==> src/rtl/led_scan_pkg.sv <==
// Shared types and constants for the LED scan sequencer.
package led_scan_pkg;

  typedef enum logic [1:0] {
    IDLE  = 2'd0,
    RUN   = 2'd1,
    PAUSE = 2'd2
  } state_t;

  localparam logic [3:0] POS_MIN = 4'd1;
  localparam logic [3:0] POS_MAX = 4'd8;

endpackage

==> src/rtl/led_scan_sequencer_tick_prescaler.sv <==
// Prescaler for automatic stepping: counts 0..TICK_DIV-1 while enabled, held at 0 otherwise.
module tick_prescaler #(
  parameter int TICK_DIV = 3125000
) (
  input  logic clk_25mhz,
  input  logic rst,
  input  logic en,
  output logic expire
);

  localparam int W = (TICK_DIV > 1) ? $clog2(TICK_DIV) : 1;
  localparam logic [W-1:0] LAST = W'(TICK_DIV - 1);

  logic [W-1:0] cnt;

  // Clearing while disabled makes every entry to RUN start a full period.
  always_ff @(posedge clk_25mhz) begin
    if (rst || !en)      cnt <= '0;
    else if (cnt == LAST) cnt <= '0;
    else                 cnt <= cnt + W'(1);
  end

  assign expire = en && (cnt == LAST);

endmodule

==> src/rtl/led_scan_sequencer.sv <==
// Scans a single lit LED across positions 1..8 by driving the decoder's hex index.
// Build option: define LED_SCAN_BOUNCE_EN for ping-pong scanning (dir input ignored).
module led_scan_sequencer
  import led_scan_pkg::*;
#(
  parameter int TICK_DIV = 3125000
) (
  input  logic       clk_25mhz,
  input  logic       rst,
  input  logic       run,
  input  logic       dir,
  input  logic       step,
  input  logic       blank,
  output logic [3:0] hex,
  output logic       tick,
  output logic       wrap
);

  state_t     state;
  logic [3:0] pos;
  logic [3:0] nxt;
  logic       turn;
  logic       adv;
  logic       expire;
  logic       blank_q;
  logic       tick_q;
  logic       wrap_q;
`ifdef LED_SCAN_BOUNCE_EN
  logic       bdir;
`endif

  tick_prescaler #(.TICK_DIV(TICK_DIV)) u_presc (
    .clk_25mhz (clk_25mhz),
    .rst       (rst),
    .en        (state == RUN),
    .expire    (expire)
  );

  // step is deliberately not considered in RUN, even when it lands on a tick.
  always_comb begin
    adv = 1'b0;
    if (state == RUN)        adv = expire;
    else if (state == PAUSE) adv = step;
  end

  always_comb begin
    nxt  = pos;
    turn = 1'b0;
`ifdef LED_SCAN_BOUNCE_EN
    if (!bdir) begin
      if (pos == POS_MAX) begin nxt = POS_MAX - 4'd1; turn = 1'b1; end
      else                      nxt = pos + 4'd1;
    end else begin
      if (pos == POS_MIN) begin nxt = POS_MIN + 4'd1; turn = 1'b1; end
      else                      nxt = pos - 4'd1;
    end
`else
    if (!dir) begin
      if (pos == POS_MAX) begin nxt = POS_MIN; turn = 1'b1; end
      else                      nxt = pos + 4'd1;
    end else begin
      if (pos == POS_MIN) begin nxt = POS_MAX; turn = 1'b1; end
      else                      nxt = pos - 4'd1;
    end
`endif
  end

  // Outputs trail pos by one stage; tick/wrap are delayed to line up with the new hex.
  always_ff @(posedge clk_25mhz) begin
    if (rst) begin
      state   <= IDLE;
      pos     <= POS_MIN;
      blank_q <= 1'b0;
      tick_q  <= 1'b0;
      wrap_q  <= 1'b0;
      hex     <= 4'd0;
      tick    <= 1'b0;
      wrap    <= 1'b0;
`ifdef LED_SCAN_BOUNCE_EN
      bdir    <= 1'b0;
`endif
    end else begin
      case (state)
        IDLE:    if (run) state <= RUN; else if (step) state <= PAUSE;
        RUN:     if (!run) state <= PAUSE;
        PAUSE:   if (run) state <= RUN;
        default: state <= IDLE;
      endcase
      if (adv) begin
        pos <= nxt;
`ifdef LED_SCAN_BOUNCE_EN
        if (turn) bdir <= ~bdir;
`endif
      end
      tick_q  <= adv && (state == RUN);
      wrap_q  <= adv && turn;
      blank_q <= blank;
      hex     <= (blank_q || state == IDLE) ? 4'd0 : pos;
      tick    <= tick_q;
      wrap    <= wrap_q;
    end
  end

endmodule

==> config.mk <==
export PLATFORM = sky130hd
export DESIGN_NAME = led_scan_sequencer
export DESIGN_NICKNAME = d
export VERILOG_FILES = /design/src/rtl/led_scan_pkg.sv /design/src/rtl/led_scan_sequencer_tick_prescaler.sv /design/src/rtl/led_scan_sequencer.sv
export SDC_FILE = /design/constraint.sdc
export NUM_CORES = 1
export LEC_CHECK = 0
export ABC_AREA = 1
export CORE_ASPECT_RATIO = 1.25
export CORE_UTILIZATION = 57
export DETAILED_ROUTE_END_ITERATION = 8
export PLACE_DENSITY = 0.77
export SLEW_MARGIN = 20
export SYNTH_ARGS = -nofsm -noshare
export SYNTH_HDL_FRONTEND = slang
export SYNTH_SLANG_ARGS = --single-unit
==> constraint.sdc <==
create_clock -name clk_25mhz -period 3.8 [get_ports clk_25mhz]
set_clock_uncertainty 0.1 [all_clocks]
set_input_delay 0.57 -clock clk_25mhz [delete_from_list [all_inputs] [get_ports clk_25mhz]]
set_output_delay 0.57 -clock clk_25mhz [all_outputs]
set_load 0.02 [all_outputs]
# After elaboration in Yosys (flattened, before gate mapping)
# Index checks and enable logic that the tools add are counted.
# classes
n_addsub	3
mul	0
n_div	0
magnitude_cmp	0
eq_ne	8
n_shift	0
mux	13
n_bitwise	0
reduce_logical	10
# ops
op	count
adder 22 x 1 -> 22 bit (second input constant)	1
== test 22 bit (second input constant)	1
two-way mux 4 bit	3
two-way mux 2 bit	4
case mux 2 bit (3 select lines)	1
two-way mux 1 bit	5
adder 4 x 1 -> 4 bit (second input constant)	1
== test 4 x 1 -> 1 bit (second input constant)	1
== test 4 bit (second input constant)	1
!= test 2 bit (second input constant)	2
OR reduction 2 bit	2
subtractor 4 x 1 -> 4 bit (second input constant)	1
logical AND 1 bit	3
!= test 3 bit (second input constant)	1
AND reduction 3 bit	1
== test 2 x 1 -> 1 bit (second input constant)	1
== test 2 bit (second input constant)	1
zero test 2 bit	1
logical OR 1 bit	2
zero test 1 bit	1
# totals
reg_bits	37
latchBits	0
ramBits	0
mem_bits_ro	0
input_bits	6
output_inout_bits	6
elab_cells	43
n_memories	0

# Depth between registers and ports, before layout
# depth
depth_word	4
mapped_depth	10
mapped_depth_nobuf	10

# By module
# Synthesis repeated with hierarchy kept, for this count alone.
# unflattened
hier_cells	266
hier_area_um2	1933.1
# modules_own_cells
mod	instances	cells_each	area_each_um2	seq_area_each_um2
tick_prescaler	1	173	1202.4	440.4
led_scan_sequencer	1	93	730.7	300.3

# Worst setup path before layout
# No wires, ideal clock.
# synth_timing
kind	reg-to-reg
startpoint	register u_presc.cnt[0]
endpoint	register u_presc.cnt[12]
setup_ns	0.119
t_arrival_ns	1.251
t_required_ns	3.581
slack_ns	2.329
path_stages_with_launch	8
n_path_buf	1
cell_sequence	dfxtp_1 ha_1 nand2_1 nor3_1 nand4_1 nand2_2 buf_4 a21oi_1
# synth_via
elab_chain_len	2
word_cells_on_any_way	3
classes_between	add/sub (1); eq/ne (1); reduce/logical (1)
# synth_lines
item	line_no	rtl
start, declared	led_scan_sequencer_tick_prescaler.sv:14	logic [W-1:0] cnt;
start signal, assigned	led_scan_sequencer_tick_prescaler.sv:20	else cnt <= cnt + W'(1);
parallel branches: the longest is 2 deep, another holds adder 22 x 1 -> 22 bit	-	
# Parallel ways; which one is timed is not known.
# A chain may end at the register's enable or synchronous reset.

# Worst setup path in the final report
# layout_timing
startpoint	register u_presc.cnt[0]
endpoint	register u_presc.cnt[15]
# Same word-level chain as after synthesis.

==> impl_metrics.tcl <==
set metrics [dict create \
    status "complete, no violations" \
    report.power.total_mw 0.795 \
    cts_hold_buf 0 \
    pin_count 12 \
    max_slew.worst_pin.slew_ns 0.421 \
    clk_latency_ns 0.29 \
    post_cts_buffers 0 \
    peakVddDrop_uv 318 \
    cpMaxStageDelayCell "dfxtp_1" \
    yosys.area.top_type "dfxtp_1" \
    intPower_mw 0.624 \
    synth_area_mm2 0.00193 \
    endpoint_kind "flip-flop" \
    rows 23 \
    rsz0062_at_grt "false" \
    ys_types 29 \
    ys_seq_elements 37 \
    crit_arrival_ns 1.93 \
    slew_headroom_pct 71.8 \
    place.gp.congestion 0.866 \
    finalSetupViolations 0 \
    die-area_mm2 0.00362 \
    report.final.slew_viol_count 0 \
    fillers 303 \
    leakagePower_nw 0.765 \
    ant_nets 0 \
    cts_root_buf "clkbuf_8" \
    required_ns 3.86 \
    post_cts_resized 0 \
    finalHoldViolations 0 \
    wl_um 3980 \
    synth_cells 280 \
    die_y_um 67.0 \
    period_needed_ns 1.87 \
    nets 305 \
    startpoint_type "flip-flop" \
    grt_start_max_net_pins 23 \
    hpwl_um 3020 \
    drc 0 \
    via_per_inst 5.31 \
    htree_levels 2 \
    layout-drive-gt1-share_pct 10.5 \
    numCtsBuffers 5 \
    synth_top_area_share_pct 38.4 \
    grt_pass1_vias 1625 \
    multi_input_area_mm2 0.00102 \
    layout_setup_ws_ns 1.93 \
    synth_warnings 0 \
    criticalPathCategory "flip-flop to flip-flop" \
    start_util_pct 59.9 \
    dp_slack_ns 1.62 \
    max_freq_mhz 535 \
    dr.pass1.iters 4 \
    die_w_um 54.0 \
    cp_max_fo 22 \
    seq_area_um2 741 \
    grt_util_all_layers_pct 25.8 \
    seq_area_frac_synth_pct 38.4 \
    clk_path_buf_depth 2 \
    drt_iter0_drc 67 \
    synth.avg_cell_area_um2 6.89 \
    antenna_cells 0 \
    syn_to_final_growth_pct 13.1 \
    drv_cap 0 \
    grt_pass1_wl_um 6610 \
    power.density_mw_per_mm2 365 \
    ys_top_cells_by_area "dfxtp_1 38%, nand2_1 12%, nor2_1 8.2%, inv_1 6.6%, nand3_1 6.2%" \
    timing.hold.ws_ns 0.305 \
    wl_per_cell_um 11.9 \
    max_stage_delay_ns 0.41 \
    hold_class "flip-flop to flip-flop" \
    crit_chain "ha_1 > nand2_1 > nor3_1 > nand4_1 > nand2_2 > a21oi_1" \
    combPwrFrac_pct 5.3 \
    tritoncts "yes" \
    io_buffers 11 \
    path_clk_slew_ns 0.08 \
    vias 1769 \
    p_sw_mw 0.172 \
    post-route-period-util_pct 49.2 \
    final_util_pct 67.7 \
    p_seq_share_pct 49.8 \
    switching_share_pct 21.6 \
    final.setup.tns_ns 0 \
    antenna_found_initial 0 \
    fp.coreArea_mm2 0.00322 \
    clkPwrFrac_pct 44.9 \
    numClockSinks 37 \
    synth_nets 290 \
    gr-total-overflow 0 \
]
cells in the final DEF (no fill, tap or decap), drive strengths merged:
cell type	netlist	layout
a21oi	16	16
o21a	1	1
inv	38	38
xnor2	3	3
nand2	67	67
bufinv	0	1
dfxtp	37	37
nand3b	1	1
clkinvlp	0	1
xor2	3	3
nor3	14	14
ha	4	4
or2	3	3
o22ai	1	1
and2	1	1
clkdlybuf4s50	0	11
nand3	26	26
clkbuf	0	6
nor2	49	49
nand4	10	10
o21ai	3	3
per-layer routing:
metal / vias to the layer above / share of wire [%] / global-route usage (%)
met5: - / 0 / 0
met4: 0 / 3.2 / 14.4
met3: 9 / 4.0 / 5.94
met2: 38 / 52 / 46.8
met1: 798 / 41 / 25.8
li1: 924 / - / -
state kept, by name, summed over array words and instances (netlist names):
register,count
u_presc.cnt,22
hex,4
pos,4
state,2
blank_q,1
tick,1
tick_q,1
wrap,1
wrap_q,1
final timing paths:
kind	startpoint	end	slack, ns	depth (start not counted)
hold reg to reg	tick_q	tick	0.30	2
hold / removal	tick_q	tick	0.30	2
setup / recovery	u_presc.cnt[0]	u_presc.cnt[15]	1.93	6
setup reg to reg	u_presc.cnt[0]	u_presc.cnt[15]	1.93	6
through the flow:
step | cells | cell area [um2]
after floorplan | 280 | 1930
after global placement | 325 | 2060
after detailed placement | 325 | 2060
after CTS | 333 | 2180
after global routing | 333 | 2180
final | 333 | 2180
power by group through the flow:
stage          Combinational, mW  Sequential (mW)  Clock (mW)
2_1_floorplan             0.0287            0.406           0
3_3_place_gp              0.0412            0.405           0
3_5_place_dp              0.0416            0.406           0
4_1_cts                   0.0419            0.397       0.366
5_1_grt                   0.0466            0.397       0.378
6_report                  0.0418            0.397       0.357
worst max-delay path: cells and delay by family, from the launching register on:
family,cells,cell delay (ns)
AOI/OAI and AO/OA,1,0.08
DFF,1,0.41
and+or+nand+nor,4,0.88
adders and majority gates,1,0.26
cell usage after synthesis:
cell type  number
inv_2           4
dfxtp_1        37
nand2_2         5
nand3b_1        1
nand3_2         1
nor3_2          2
o21ai_0         3
or2_2           2
buf_2           1
nor2_4          3
nand3_1        24
o21a_1          1
nand4_1        10
nor2_2          4
nand2_4         1
ha_1            4
xnor2_1         3
inv_1          34
nand3_4         1
a21oi_1        16
o22ai_1         1
nand2_1        61
xor2_1          3
nor2_1         42
nor3_1         12
and2_1          1
or2_0           1
buf_6           1
buf_4           1
cell families after synthesis:
| group | Yosys count | synth area share (%) |
|---|---|---|
| flops | 37 | 38.4 |
| fa+ha+maj | 4 | 2.59 |
| compound gates | 21 | 5.64 |
| simple gates | 171 | 42.0 |
| xor+xnor | 6 | 2.72 |
| buf+inv | 41 | 8.62 |
layout make-up:
type                            instances  area share (%)
Multi-Input combinational cell        202            46.8
Sequential cell                        37            33.9
Inverter                               38            6.54
Timing Repair Buffer                   11            5.05
Clock buffer                            6            3.78
Tap cell                               37            2.12
Clock inverter                          2            1.72
(Power assumes the default switching activity.)
